[config.mk]
export PLATFORM = sky130hd
export DESIGN_NAME = hex_scan_display
export DESIGN_NICKNAME = d
export VERILOG_FILES = /design/src/rtl/sseg_pkg.sv /design/src/rtl/sseg_glyph.sv /design/src/rtl/hex_scan_display.sv
export SDC_FILE = /design/constraint.sdc
export NUM_CORES = 1
export LEC_CHECK = 0
export ABC_AREA = 1
export CAP_MARGIN = 15
export CORE_MARGIN = 3
export CORE_UTILIZATION = 29
export DETAILED_ROUTE_END_ITERATION = 6
export SETUP_SLACK_MARGIN = 0.15
export SLEW_MARGIN = 15
export SYNTH_ARGS = -nofsm -noshare
export SYNTH_HDL_FRONTEND = slang
export SYNTH_SLANG_ARGS = --single-unit
[constraint.sdc]
create_clock -name clk -period 5.2 [get_ports clk]
set_input_delay 1.04 -clock clk [delete_from_list [all_inputs] [get_ports clk]]
set_output_delay 1.04 -clock clk [all_outputs]
set_load 0.01 [all_outputs]
[src/rtl/sseg_pkg.sv]
// ---------------------------------------------------------------------------
// sseg_pkg
// Shared definitions for the multiplexed seven-segment display.
//   seg_t      : 7-bit active-low segment vector, bit0=a (top), clockwise
//                through bit5=f, bit6=g (middle).
//   SEG_OFF    : all segments dark.
//   HEX_GLYPH  : active-low glyphs for nibbles 0-F (b and d lowercase).
// ---------------------------------------------------------------------------
package sseg_pkg;

    typedef logic [6:0] seg_t;

    localparam seg_t SEG_OFF = 7'h7F;

    localparam seg_t HEX_GLYPH [16] = '{
        7'h40,  // 0
        7'h79,  // 1
        7'h24,  // 2
        7'h30,  // 3
        7'h19,  // 4
        7'h12,  // 5
        7'h02,  // 6
        7'h78,  // 7
        7'h00,  // 8
        7'h10,  // 9
        7'h08,  // A
        7'h03,  // b
        7'h46,  // C
        7'h21,  // d
        7'h06,  // E
        7'h0E   // F
    };

endpackage

[src/rtl/sseg_glyph.sv]
// ---------------------------------------------------------------------------
// sseg_glyph
// Purely combinational hex-to-seven-segment decoder.
// Ports:
//   i_nibble : 4-bit hex value to display
//   o_seg    : active-low segment pattern for that value
// ---------------------------------------------------------------------------
module sseg_glyph
    import sseg_pkg::*;
(
    input  logic [3:0] i_nibble,
    output seg_t       o_seg
);

    assign o_seg = HEX_GLYPH[i_nibble];

endmodule

[src/rtl/hex_scan_display.sv]
// ---------------------------------------------------------------------------
// hex_scan_display
// Time-multiplexed driver for NUM_DIGITS common-anode hex digits. Each digit
// owns a slot of SCAN_DIV clocks; the first clock of every slot is dead time
// so the previous digit's segments never ghost onto the next one. A new value
// is accepted into a pending buffer and only shown from the next frame wrap,
// so a frame is never torn between two values.
//
// Optional feature macro: SSEG_BLINK_EN adds the BLINK_DIV parameter, the
// blink_mask input and a frame-based blink phase.
//
// Ports:
//   clk          : sole clock, rising edge
//   reset_n      : asynchronous active-low reset
//   load_valid   : new display value offered
//   load_data    : NUM_DIGITS hex nibbles, nibble k = digit k
//   load_ready   : pending buffer empty (load accepted on valid & ready)
//   enable       : display on/off, scanning and loading keep running
//   lz_blank     : leading-zero suppression
//   blink_mask   : per-digit blink select (SSEG_BLINK_EN only)
//   digit_sel_n  : active-low one-hot digit select
//   segments     : active-low segments
//   frame_done   : one-cycle pulse after each frame wrap
// ---------------------------------------------------------------------------
module hex_scan_display
    import sseg_pkg::*;
#(
    parameter int NUM_DIGITS = 4,
    parameter int SCAN_DIV   = 1024
`ifdef SSEG_BLINK_EN
    ,
    parameter int BLINK_DIV  = 16
`endif
) (
    input  logic                    clk,
    input  logic                    reset_n,
    input  logic                    load_valid,
    input  logic [4*NUM_DIGITS-1:0] load_data,
    output logic                    load_ready,
    input  logic                    enable,
    input  logic                    lz_blank,
`ifdef SSEG_BLINK_EN
    input  logic [NUM_DIGITS-1:0]   blink_mask,
`endif
    output logic [NUM_DIGITS-1:0]   digit_sel_n,
    output seg_t                    segments,
    output logic                    frame_done
);

    localparam int IDX_W = $clog2(NUM_DIGITS);
    localparam int PRE_W = $clog2(SCAN_DIV);

    logic [PRE_W-1:0]        r_presc;
    logic [IDX_W-1:0]        r_idx;
    logic [4*NUM_DIGITS-1:0] r_disp;
    logic [4*NUM_DIGITS-1:0] r_pend;
    logic                    r_full;
    logic [NUM_DIGITS-1:0]   r_digitSel;
    seg_t                    r_segments;
    logic                    r_frameDone;

    logic                    w_tc;
    logic                    w_wrap;
    logic [3:0]              w_nibble;
    seg_t                    w_glyph;
    logic [NUM_DIGITS-1:0]   w_lzMask;
    logic                    w_seen;
    logic                    w_blank;
    logic                    w_blinkOff;

    assign w_tc   = (r_presc == PRE_W'(SCAN_DIV - 1));
    assign w_wrap = w_tc && (r_idx == IDX_W'(NUM_DIGITS - 1));

    // Slot timing: the prescaler counts through one digit slot and the digit
    // index advances on its terminal count, wrapping back to digit 0 to start
    // a new frame.
    always_ff @(posedge clk or negedge reset_n) begin
        if (!reset_n) begin
            r_presc <= '0;
            r_idx   <= '0;
        end else if (w_tc) begin
            r_presc <= '0;
            r_idx   <= w_wrap ? '0 : r_idx + 1'b1;
        end else begin
            r_presc <= r_presc + 1'b1;
        end
    end

    // Load handshake: one pending slot. On a wrap edge a full pending buffer
    // is committed and freed; since ready is low while it is full, a load
    // accepted on a wrap edge can only land in an empty buffer and so waits
    // for the following wrap to be committed.
    always_ff @(posedge clk or negedge reset_n) begin
        if (!reset_n) begin
            r_disp <= '0;
            r_pend <= '0;
            r_full <= 1'b0;
        end else if (w_wrap && r_full) begin
            r_disp <= r_pend;
            r_full <= 1'b0;
        end else if (load_valid && !r_full) begin
            r_pend <= load_data;
            r_full <= 1'b1;
        end
    end

    assign load_ready = ~r_full;

    // Pick the nibble belonging to the digit currently being scanned.
    always_comb begin
        w_nibble = 4'h0;
        for (int k = 0; k < NUM_DIGITS; k++) begin
            if (r_idx == IDX_W'(k)) begin
                w_nibble = r_disp[4*k +: 4];
            end
        end
    end

    sseg_glyph u_glyph (
        .i_nibble (w_nibble),
        .o_seg    (w_glyph)
    );

    // Leading-zero map: walking down from the most significant digit, a digit
    // is suppressible until the first nonzero nibble is seen. Digit 0 always
    // shows so a zero value still reads "0".
    always_comb begin
        w_seen   = 1'b0;
        w_lzMask = '0;
        for (int k = NUM_DIGITS - 1; k >= 1; k--) begin
            if (r_disp[4*k +: 4] != 4'h0) begin
                w_seen = 1'b1;
            end
            w_lzMask[k] = ~w_seen;
        end
    end

    assign w_blank = lz_blank & w_lzMask[r_idx];

`ifdef SSEG_BLINK_EN
    localparam int BL_W = $clog2(BLINK_DIV + 1);

    logic [BL_W-1:0] r_blinkCnt;
    logic            r_blinkPhase;

    // Blink phase: flips after every BLINK_DIV frame wraps, so blinking
    // digits stay dark for BLINK_DIV frames and lit for BLINK_DIV frames.
    always_ff @(posedge clk or negedge reset_n) begin
        if (!reset_n) begin
            r_blinkCnt   <= '0;
            r_blinkPhase <= 1'b0;
        end else if (w_wrap) begin
            if (r_blinkCnt == BL_W'(BLINK_DIV - 1)) begin
                r_blinkCnt   <= '0;
                r_blinkPhase <= ~r_blinkPhase;
            end else begin
                r_blinkCnt <= r_blinkCnt + 1'b1;
            end
        end
    end

    assign w_blinkOff = r_blinkPhase & blink_mask[r_idx];
`else
    assign w_blinkOff = 1'b0;
`endif

    // Output stage: everything leaves through registers so the pins update on
    // the same edge as the index. The terminal-count edge loads the dead-time
    // pattern, giving an all-dark first cycle in every slot. A blinked or
    // blanked digit keeps its select asserted with segments dark.
    always_ff @(posedge clk or negedge reset_n) begin
        if (!reset_n) begin
            r_digitSel  <= '1;
            r_segments  <= SEG_OFF;
            r_frameDone <= 1'b0;
        end else begin
            r_frameDone <= w_wrap;
            if (!enable || w_tc) begin
                r_digitSel <= '1;
                r_segments <= SEG_OFF;
            end else begin
                r_digitSel <= ~(NUM_DIGITS'(1) << r_idx);
                r_segments <= (w_blank || w_blinkOff) ? SEG_OFF : w_glyph;
            end
        end
    end

    assign digit_sel_n = r_digitSel;
    assign segments    = r_segments;
    assign frame_done  = r_frameDone;

endmodule

Word-level counts from Yosys, hierarchy flattened
Memories as Yosys holds them, arrays and structs flattened.
Index checks and enable logic that the tools add are counted.
{"block": "totals", "ff_bits": 57, "romBits": 112, "input_bits": 21, "output_inout_bits": 13, "wordCells": 56, "mem_count": 1}
{"block": "classes", "n_addsub": 2, "n_lt_le_gt_ge": 2, "n_eq_ne": 4, "shifts": 1, "mux": 18, "n_bitwise": 8, "reduce_logical": 12}
{"name": "(no name shown)", "words": 16, "word_bits": 7, "read_ports": 1, "rd_ports_with_merged_regs": 0, "write_ports": 0, "line": "sseg_glyph.sv:15", "rtl": "assign o_seg = HEX_GLYPH[i_nibble];"}
{"cell": "7-bit 2-to-1 mux", "n": 4}
{"cell": "4-bit 2-to-1 mux", "n": 5}
{"cell": "4-bit nonzero test", "n": 3}
{"cell": "10-bit by 1-bit adder with 10-bit output (second input constant)", "n": 1}
{"cell": "10-bit equality test (second input constant)", "n": 1}
{"cell": "10-bit 2-to-1 mux", "n": 1}
{"cell": "1-bit 2-to-1 mux", "n": 6}
{"cell": "5-bit >= comparator (second input constant)", "n": 1}
{"cell": "1-bit inverter", "n": 5}
{"cell": "4-bit inverter with 5-bit output", "n": 1}
{"cell": "2-bit equality test (second input constant)", "n": 2}
{"cell": "4-bit inverter", "n": 1}
{"cell": "1-bit by 2-bit << shifter with 4-bit output (first input constant)", "n": 1}
{"cell": "1-bit logical AND", "n": 3}
{"cell": "2-bit by 3-bit less-than comparator with 1-bit output (second input constant)", "n": 1}
{"cell": "2-bit by 1-bit adder with 2-bit output (second input constant)", "n": 1}
{"cell": "1-bit binary-select mux with 2-bit select", "n": 1}
{"cell": "2-bit by 1-bit equality test with 1-bit output (second input constant)", "n": 1}
{"cell": "1-bit zero test", "n": 2}
{"cell": "2-bit zero test", "n": 1}
{"cell": "2-bit 2-to-1 mux", "n": 1}
{"cell": "2-bit AND reduction", "n": 1}
{"cell": "2-bit nonzero test", "n": 1}
{"cell": "1-bit bitwise AND", "n": 1}
{"cell": "1-bit logical OR", "n": 1}

Logic depth before layout (Yosys ltp)
Gate-level depths: netlist of the first run.
{"block": "logic_depth", "ltp_word": 11, "mapped_depth": 14, "mapped_depth_nobuf": 14}

Modules after synthesis
A second synthesis of the first run with hierarchy kept.
{"block": "hier_totals", "hier_cells": 302, "hier_area_um2": 2855.2}
{"module": "hex_scan_display", "instances": 1, "cells_per_inst": 253, "area_per_inst_um2": 2581.2, "seq_area_each_um2": 1440.1}
{"module": "sseg_glyph", "instances": 1, "cells_per_inst": 49, "area_per_inst_um2": 274.0, "seq_area_each_um2": 0.0}

Least setup slack after synthesis of the first run
OpenSTA, ideal clock, no wires.
{"block": "synth_path", "kind": "reg2reg", "from": "register r_idx[0]", "to": "register r_segments[3], in the netlist segments[3]", "setup_ns": 0.095, "arrival_time_ns": 1.838, "required_time_ns": 5.105, "path_slack_ns": 3.267, "stages_incl_launch_ff": 13, "n_path_buf": 1, "period_less_slack_ns": 1.933, "cell_sequence": "dfrtp_1 inv_1 ha_1 buf_2 a21oi_1 nand2_1 a21boi_1 inv_1 ha_1 nand2_1 nand2_1 nand2_1 nand3_1"}
{"block": "synth_between", "elab_chain_len": 11, "word_cells_on_any_way": 17, "cone_classes": "3 x eq/ne; 10 x mux; 2 x bitwise; 1 x reduce/logical; 1 x memory"}
{"element": "start: declaration", "line": "hex_scan_display.sv:54", "rtl": "logic [IDX_W-1:0] r_idx;"}
{"element": "start signal: assignment", "line": "hex_scan_display.sv:83", "rtl": "r_idx <= w_wrap ? '0 : r_idx + 1'b1;"}
{"element": "2-bit zero test", "line": "hex_scan_display.sv:113", "rtl": "if (r_idx == IDX_W'(k)) begin"}
{"element": "4-bit 2-to-1 mux (4 in a row)", "line": "hex_scan_display.sv:113"}
{"element": "4-bit inverter with 5-bit output (implied by the code)", "line": "sseg_glyph.sv:15"}
{"element": "memory read 16 x 7 bit"}
{"element": "7-bit 2-to-1 mux (implied by the code) (2 in a row)", "line": "sseg_glyph.sv:15"}
{"element": "7-bit 2-to-1 mux (*)", "line": "hex_scan_display.sv:183", "rtl": "r_segments <= (w_blank || w_blinkOff) ? SEG_OFF : w_glyph;"}
{"element": "7-bit 2-to-1 mux (*)", "line": "hex_scan_display.sv:178", "rtl": "if (!enable || w_tc) begin"}
{"element": "end signal: assignment", "line": "hex_scan_display.sv:183"}
{"element": "end: declaration", "line": "hex_scan_display.sv:59", "rtl": "seg_t r_segments;"}
Every way passes the cells marked *; elsewhere a longest branch is shown, timed or not. The select of a mux whose other input is x is not followed.
A chain may end at the register's enable or synchronous reset.

Worst setup path after layout of the first run
{"block": "layout_path", "from": "register r_full", "to": "output port load_ready"}
{"block": "layout_between", "elab_chain_len": 1}
{"element": "start: declaration", "line": "hex_scan_display.sv:57", "rtl": "logic r_full;"}
{"element": "start signal: assignment", "line": "hex_scan_display.sv:97", "rtl": "r_full <= 1'b0;"}
{"element": "start signal: assignment", "line": "hex_scan_display.sv:100", "rtl": "r_full <= 1'b0;"}
{"element": "start signal: assignment", "line": "hex_scan_display.sv:103", "rtl": "r_full <= 1'b1;"}
{"element": "1-bit inverter", "line": "hex_scan_display.sv:107", "rtl": "assign load_ready = ~r_full;"}
{"element": "end: declaration", "line": "hex_scan_display.sv:39", "rtl": "output logic load_ready,"}
No other way between the ends.

==> run_summary.xml, run 1 <==
<?xml version="1.0" encoding="UTF-8"?>
<metrics>
  <group name="logic_synthesis">
    <metric name="synthArstFlopShare" unit="%">100</metric>
    <metric name="synth_cells" unit="">286</metric>
    <metric name="synth_seq_cells" unit="">57</metric>
    <metric name="synthesis.nets" unit="">318</metric>
    <metric name="synthesis.yosys.warnings" unit="">0</metric>
    <metric name="mappedNetlistArea" unit="um^2">2730</metric>
    <metric name="synthDistinctLibCells" unit="">28</metric>
    <metric name="synth_seq_area_share" unit="%">52.7</metric>
    <metric name="synth_enable_flop_cells" unit="">0</metric>
    <metric name="synth_area_per_inst" unit="um^2">9.55</metric>
    <metric name="synth_ff_type" unit="">sky130_fd_sc_hd__dfrtp_1</metric>
  </group>
  <group name="sta">
    <metric name="hold_ws" unit="ns">0.463</metric>
    <metric name="hold_violations" unit="">0</metric>
    <metric name="clock-skew-final" unit="ns">0.00751</metric>
    <metric name="setup_viol" unit="">0</metric>
    <metric name="rsz_0062_raised_after_global_routing" unit="">false</metric>
    <metric name="max-slew-margin-rel" unit="%">53.8</metric>
    <metric name="fin_setup_tns" unit="ns">0</metric>
    <metric name="layout_min_cycle_time" unit="ns">2.41</metric>
    <metric name="max_slew.worst_pin.slew" unit="ns">0.694</metric>
    <metric name="finalMaxSlewViolations" unit="">0</metric>
    <metric name="final_min_period_over_clock_period" unit="%">46.3</metric>
    <metric name="max_freq" unit="GHz">0.415</metric>
  </group>
  <group name="route">
    <metric name="drt-vias-per-instance" unit="">4.42</metric>
    <metric name="detail_route.drc_violations" unit="">0</metric>
    <metric name="detailedRoute.firstPassIterationCount" unit="">4</metric>
    <metric name="drt.antenna.violating_nets" unit="">0</metric>
    <metric name="drt_iter0_drc" unit="">97</metric>
    <metric name="totalWireLength" unit="um">4870</metric>
    <metric name="routed_wire_length_per_instance" unit="um">11.1</metric>
    <metric name="routed-via-count" unit="">1937</metric>
  </group>
  <group name="setup_path">
    <metric name="timing.critical_path.required" unit="ns">4.16</metric>
    <metric name="startpoint_type" unit="">flop</metric>
    <metric name="worstSetupStartpoint" unit="">r_full</metric>
    <metric name="r2r-start" unit="">r_idx[0]</metric>
    <metric name="timing.critical_path.to_type" unit="">primary output</metric>
    <metric name="worst-endpoint-arrival" unit="ns">1.37</metric>
    <metric name="critical_path_peak_fanout" unit="">3</metric>
    <metric name="worst-setup-path-type" unit="">reg2out</metric>
  </group>
  <group name="final_layout">
    <metric name="final_layout_size_suffix_gt1_share" unit="%">17.9</metric>
    <metric name="diodes" unit="">0</metric>
    <metric name="fillCellCount" unit="">931</metric>
    <metric name="final_cell_mix" unit="">89 x sky130_fd_sc_hd__nand2_1, 46 x sky130_fd_sc_hd__dfrtp_1, 32 x sky130_fd_sc_hd__clkdlybuf4s50_1</metric>
    <metric name="finish.net_count" unit="">357</metric>
    <metric name="layout-area-overhead-vs-synth" unit="%">21.8</metric>
    <metric name="final-instance-count-excl-fill" unit="">438</metric>
    <metric name="fin_area" unit="um^2">3330</metric>
    <metric name="most_frequent_standard_cell_in_the_layout_excluding_fill_and_tap_cells" unit="">sky130_fd_sc_hd__nand2_1</metric>
  </group>
  <group name="clock_network">
    <metric name="cts_root_buf" unit="">sky130_fd_sc_hd__clkbuf_8</metric>
    <metric name="clk-insertion-delay-late" unit="ns">0.33</metric>
    <metric name="cts_buffer_depth" unit="">2</metric>
    <metric name="cts.sink_count" unit="">57</metric>
    <metric name="cts-hold-fix-buffers" unit="">0</metric>
    <metric name="path_clk_slew" unit="ns">0.06</metric>
    <metric name="clock_tree_from_tritoncts" unit="">built</metric>
    <metric name="numCtsBuffers" unit="">9</metric>
    <metric name="htree_levels" unit="">3</metric>
    <metric name="cts.repair.resized" unit="">0</metric>
    <metric name="post-cts-setup-buffers" unit="">0</metric>
  </group>
  <group name="pwr">
    <metric name="power_per_cell_area" unit="nW/um^2">263</metric>
    <metric name="worst_ir_drop_vdd" unit="mV">0.122</metric>
    <metric name="fin_total_pwr" unit="mW">0.876</metric>
    <metric name="leakage" unit="nW">1.68</metric>
  </group>
  <group name="global_route">
    <metric name="grt_overflow" unit="">0</metric>
    <metric name="grt_antenna_before_repair" unit="">0</metric>
    <metric name="first_global_vias" unit="">1909</metric>
    <metric name="grt_max_degree" unit="">58</metric>
    <metric name="grt_util_all_layers" unit="%">10.6</metric>
    <metric name="grt_pass1_wl" unit="um">8780</metric>
  </group>
  <group name="floorplanning">
    <metric name="core.rowCount" unit="">34</metric>
    <metric name="die_y" unit="um">103</metric>
    <metric name="design.portCount" unit="">34</metric>
    <metric name="floorplan.core_area" unit="um^2">8930</metric>
    <metric name="floorplan.die_area" unit="um^2">10600</metric>
    <metric name="initial_utilization" unit="%">30.6</metric>
    <metric name="dieWidth" unit="um">103</metric>
  </group>
  <group name="status">
    <metric name="outcome" unit="">completed</metric>
  </group>
  <group name="place">
    <metric name="dp.cells" unit="">422</metric>
    <metric name="gp_congestion" unit="">0.816</metric>
    <metric name="dp_hpwl" unit="um">3580</metric>
    <metric name="dpl-instance-area" unit="um^2">3140</metric>
    <metric name="number_of_i_o_port_buffers" unit="">33</metric>
  </group>
  <group name="worst_hold_path">
    <metric name="critical_hold_path_startpoint" unit="">r_pend[15]</metric>
    <metric name="hp-class" unit="">reg2reg</metric>
  </group>
  <group name="run">
    <metric name="drv.max_cap_violation_count" unit="">0</metric>
  </group>
</metrics>
## report_power, final
group | switching, mW | internal, mW
registers | 0.000696 | 0.449
logic | 0.0148 | 0.0190
clock network | 0.159 | 0.233
total | 0.175 | 0.701
## cell type report
class	count	area, um^2	share of cell area [%]
Inverter	28	110	3.31
Clock buffer	13	149	4.47
Clock inverter	3	40.0	1.20
Tap cell	108	135	4.06
Multi-Input combinational cell	195	1120	33.7
Sequential cell	57	1440	43.3
Timing Repair Buffer	34	333	10.0
## state kept, by name (all words and copies together) (netlist names)
name / count
digit_sel_n: 4
frame_done: 1
r_disp: 16
r_full: 1
r_idx: 2
r_pend: 16
r_presc: 10
segments: 7
## cell families after synthesis
| family | count (synthesis) | share of synthesized area [%] |
|---|---|---|
| mux | 16 | 6.59 |
| compound gates | 22 | 4.67 |
| simple gates | 143 | 23.8 |
| fa+ha+maj | 11 | 5.04 |
| flops | 57 | 52.7 |
| buf+inv | 34 | 6.23 |
| xor+xnor | 3 | 0.962 |
## per-stage QoR
stage / setup slack (ns) / util (%)
6_report: 2.79 / 37.3
5_1_grt: 2.60 / 37.3
4_1_cts: 2.76 / 37.3
3_5_place_dp: 2.71 / 35.2
3_3_place_gp: 2.74 / 35.2
2_1_floorplan: 3.27 / -
## synthesized netlist by cell type, types with 2 or more instances
cell type                 count  area (um^2)
sky130_fd_sc_hd__nand2_1     89          334
sky130_fd_sc_hd__dfrtp_1     46         1150
sky130_fd_sc_hd__inv_1       26         97.6
sky130_fd_sc_hd__nand3_1     26          130
sky130_fd_sc_hd__mux2_2      16          180
sky130_fd_sc_hd__a21oi_1     14         70.1
sky130_fd_sc_hd__nor2_1      12         45.0
sky130_fd_sc_hd__dfstp_2     11          289
sky130_fd_sc_hd__ha_1        11          138
sky130_fd_sc_hd__nand2_2      5         31.3
sky130_fd_sc_hd__o21ai_2      4         35.0
sky130_fd_sc_hd__nor2_4       3         33.8
sky130_fd_sc_hd__o21ai_0      3         15.0
sky130_fd_sc_hd__buf_2        2         10.0
sky130_fd_sc_hd__buf_6        2         22.5
sky130_fd_sc_hd__nand4_1      2         12.5
sky130_fd_sc_hd__nor3_1       2         10.0
sky130_fd_sc_hd__xor2_1       2         17.5
## metal layers
layer / up-vias / wire, um / track usage, %
li1: 995 / - / -
met1: 888 / 2450 / 14.0
met3: 7 / 238 / 3.45
met4: 0 / 66 / 3.88
met5: - / 0 / 0
met2: 47 / 2120 / 16.2
## critical path, stage by stage (launching register included)
cell and delay (ns):
sky130_fd_sc_hd__dfrtp_1 0.40, sky130_fd_sc_hd__inv_1 0.10, sky130_fd_sc_hd__clkdlybuf4s50_1 0.54
## worst paths after layout
kind	end	slack, ns	cells after the start
worst max-delay path	load_ready	2.79	2
worst min-delay path	r_disp[15]	0.46	2
worst min register to register	r_disp[15]	0.46	2
worst max register to register	segments[3]	2.88	10
min in group asynchronous	r_idx[0]	0.85	2
max in group asynchronous	r_pend[3]	3.89	2
Power figures use the tool's default switching activity.
==> run 2: changes to the inputs <==
- clock period: 5.2 -> 2.15 ns (I/O delays scaled with it)
==> run 2 against run 1 <==
Against the previous run: sequential cell count unchanged; cell area increased by 3.6%; clock power increased to 2.9 times the previous value; global-route usage increased by 0.41 points; total power increased to 2.6 times the previous value; sequential power increased by 140%; combinational power increased to 2.6 times the previous value; register-to-register slack got worse by 2.6 ns; clock-buffer cell count decreased by 3; clock skew decreased by 0.0025 ns; critical endpoint is now segments[3]; largest power group is now the clock network; highest routed layer unchanged.
==> run_summary.xml, run 2 (synthesized netlist as in run 1, its figures left out) <==
<?xml version="1.0" encoding="UTF-8"?>
<metrics>
  <group name="clock_network">
    <metric name="clk-insertion-delay-late" unit="ns">0.34</metric>
    <metric name="cts.sink_count" unit="">57</metric>
    <metric name="cts_buffer_depth" unit="">2</metric>
    <metric name="path_clk_slew" unit="ns">0.07</metric>
    <metric name="numCtsBuffers" unit="">9</metric>
    <metric name="htree_levels" unit="">3</metric>
    <metric name="cts_root_buf" unit="">sky130_fd_sc_hd__clkbuf_8</metric>
    <metric name="post-cts-setup-buffers" unit="">0</metric>
    <metric name="clock_tree_from_tritoncts" unit="">built</metric>
  </group>
  <group name="sta">
    <metric name="max_slew.worst_pin.slew" unit="ns">0.515</metric>
    <metric name="max_freq" unit="GHz">0.535</metric>
    <metric name="setup_viol" unit="">0</metric>
    <metric name="hold_violations" unit="">0</metric>
    <metric name="final.setup.worst_slack" unit="ns">0.281</metric>
    <metric name="finalMaxSlewViolations" unit="">0</metric>
    <metric name="layout_min_cycle_time" unit="ns">1.87</metric>
    <metric name="clock-skew-final" unit="ns">0.00505</metric>
    <metric name="final_min_period_over_clock_period" unit="%">86.9</metric>
    <metric name="fin_setup_tns" unit="ns">0</metric>
    <metric name="hold_ws" unit="ns">0.0550</metric>
    <metric name="rsz_0062_raised_after_global_routing" unit="">true</metric>
    <metric name="max-slew-margin-rel" unit="%">65.7</metric>
  </group>
  <group name="floorplanning">
    <metric name="initial_utilization" unit="%">30.6</metric>
    <metric name="floorplan.die_area" unit="um^2">10600</metric>
    <metric name="core.rowCount" unit="">34</metric>
    <metric name="dieWidth" unit="um">103</metric>
    <metric name="die_y" unit="um">103</metric>
    <metric name="floorplan.core_area" unit="um^2">8930</metric>
    <metric name="design.portCount" unit="">34</metric>
  </group>
  <group name="setup_path">
    <metric name="worst_path_largest_cell_delay" unit="ns">0.44</metric>
    <metric name="critical_path_buf_inv_count" unit="">2</metric>
    <metric name="timing.critical_path.required" unit="ns">2.40</metric>
    <metric name="r2r-start" unit="">r_idx[0]</metric>
    <metric name="startpoint_type" unit="">flop</metric>
    <metric name="critical-path-top-cell-by-count" unit="">sky130_fd_sc_hd__nand2_1</metric>
    <metric name="worst-endpoint-arrival" unit="ns">2.12</metric>
    <metric name="critical_path.reg2reg.endpoint" unit="">segments[3]</metric>
    <metric name="reg2reg_depth" unit="">11</metric>
    <metric name="critical_path.cell_chain" unit="">inv_2 &gt; ha_4 &gt; a21oi_1 &gt; nand2_1 &gt; nand2_1 &gt; nand2_1 &gt; inv_1 &gt; ha_1 &gt; nand2_1 &gt; nand3_1 &gt; nand3_1</metric>
    <metric name="critical_path_peak_fanout" unit="">9</metric>
    <metric name="path_delay_family" unit="">adder cells</metric>
    <metric name="reg2reg_slack" unit="ns">0.28</metric>
    <metric name="timing.critical_path.to_type" unit="">flop</metric>
    <metric name="worst-setup-path-type" unit="">reg2reg</metric>
    <metric name="crit_slowest_cell" unit="">sky130_fd_sc_hd__dfrtp_2</metric>
    <metric name="critical_path_depth" unit="">11</metric>
  </group>
  <group name="place">
    <metric name="gp_congestion" unit="">0.821</metric>
    <metric name="dpl-instance-area" unit="um^2">3180</metric>
    <metric name="number_of_i_o_port_buffers" unit="">33</metric>
    <metric name="preCtsSetupSlack" unit="ns">0.151</metric>
    <metric name="dp_hpwl" unit="um">3790</metric>
  </group>
  <group name="global_route">
    <metric name="grt_antenna_before_repair" unit="">0</metric>
    <metric name="top_usage_layer" unit="">met2</metric>
    <metric name="grt_use_met1" unit="%">14.7</metric>
    <metric name="first_global_vias" unit="">1949</metric>
    <metric name="grt_util_all_layers" unit="%">11.0</metric>
    <metric name="grt_use_met3" unit="%">4.13</metric>
    <metric name="grt_pass1_wl" unit="um">9000</metric>
    <metric name="grt_max_degree" unit="">37</metric>
    <metric name="grtUsageMet2" unit="%">16.0</metric>
    <metric name="grt_overflow" unit="">0</metric>
  </group>
  <group name="route">
    <metric name="drt.antenna.violating_nets" unit="">0</metric>
    <metric name="drt-vias-per-instance" unit="">4.50</metric>
    <metric name="totalWireLength" unit="um">5220</metric>
    <metric name="detailedRoute.firstPassIterationCount" unit="">4</metric>
    <metric name="routed-via-count" unit="">1986</metric>
    <metric name="detail_route.drc_violations" unit="">0</metric>
    <metric name="drt_iter0_drc" unit="">97</metric>
    <metric name="routed_wire_length_per_instance" unit="um">11.8</metric>
  </group>
  <group name="pwr">
    <metric name="leakage" unit="nW">1.71</metric>
    <metric name="power_per_cell_area" unit="nW/um^2">668</metric>
    <metric name="fin_total_pwr" unit="mW">2.30</metric>
    <metric name="worst_ir_drop_vdd" unit="mV">0.399</metric>
  </group>
  <group name="final_layout">
    <metric name="diodes" unit="">0</metric>
    <metric name="fin_area" unit="um^2">3450</metric>
    <metric name="final_layout_size_suffix_gt1_share" unit="%">22.2</metric>
    <metric name="final_cell_mix" unit="">89 x sky130_fd_sc_hd__nand2_1, 44 x sky130_fd_sc_hd__dfrtp_1, 32 x sky130_fd_sc_hd__clkdlybuf4s50_1</metric>
    <metric name="finish.net_count" unit="">360</metric>
    <metric name="largestRegisters" unit="">r_disp (16), r_pend (16), r_presc (10)</metric>
    <metric name="layout-area-overhead-vs-synth" unit="%">26.2</metric>
    <metric name="most_frequent_standard_cell_in_the_layout_excluding_fill_and_tap_cells" unit="">sky130_fd_sc_hd__nand2_1</metric>
  </group>
  <group name="status">
    <metric name="outcome" unit="">completed</metric>
  </group>
  <group name="run">
    <metric name="drv.max_cap_violation_count" unit="">0</metric>
  </group>
  <group name="worst_hold_path">
    <metric name="hp-class" unit="">in2async</metric>
  </group>
</metrics>
## run 2: cell count changes in the layout (fill, tap and decap cells not counted), moves of 2 or more
| cell | delta |
|---|---|
| sky130_fd_sc_hd__inv_2 | +2 |
| sky130_fd_sc_hd__clkbuf_1 | -3 |
| sky130_fd_sc_hd__dfrtp_1 | -2 |
| sky130_fd_sc_hd__inv_1 | -2 |
| sky130_fd_sc_hd__dfrtp_2 | +2 |
| sky130_fd_sc_hd__ha_4 | +3 |
| sky130_fd_sc_hd__ha_1 | -4 |
| sky130_fd_sc_hd__buf_4 | +2 |
## run 2: final cells by class
cell class,count,area [um^2]
sequential,57,1440
inverter,28,110
multi-input combinational,195,1170
clock inverter,6,90.1
timing repair buffer,37,368
fill,921,5480
tap,108,135
clock buffer,10,138
## run 2: report_power, final
group / total, mW / internal [mW] / switching, mW
registers: 1.09 / 1.08 / 0.00161
logic: 0.0867 / 0.0485 / 0.0382
clock network: 1.13 / 0.687 / 0.445
## run 2: worst max-delay path by stage
| stage | from | end |
|---|---|---|
| final | r_idx[0] | segments[3] |
| after floorplan | r_idx[0] | segments[3] |
| after global placement | r_idx[0] | segments[5] |
| after CTS | r_idx[1] | segments[5] |
| after global routing | r_idx[1] | segments[5] |
| after detailed placement | r_idx[0] | segments[5] |
## run 2: metrics by stage
step / cells / utilization [%]
global route: 441 / 38.6
finish: 441 / 38.6
global placement: 425 / 35.5
floorplan: 286 / -
detailed placement: 425 / 35.5
CTS: 441 / 38.1
## run 2: what timing repair did
| item | 4_1_cts | 5_1_grt |
|---|---|---|
| gates cloned | 0 | 0 |
| hold buffers | 0 | 0 |
| pin swaps | 0 | 0 |
| setup endpoints to repair | 2 | 7 |
| resized for setup | 1 | 11 |
## run 2: metal layers
layer  up-vias  part of all wire, %
li1       1003                    -
met1       926                   50
met2        46                   43
met3        11                  6.0
met4         0                  1.7
met5         -                    0
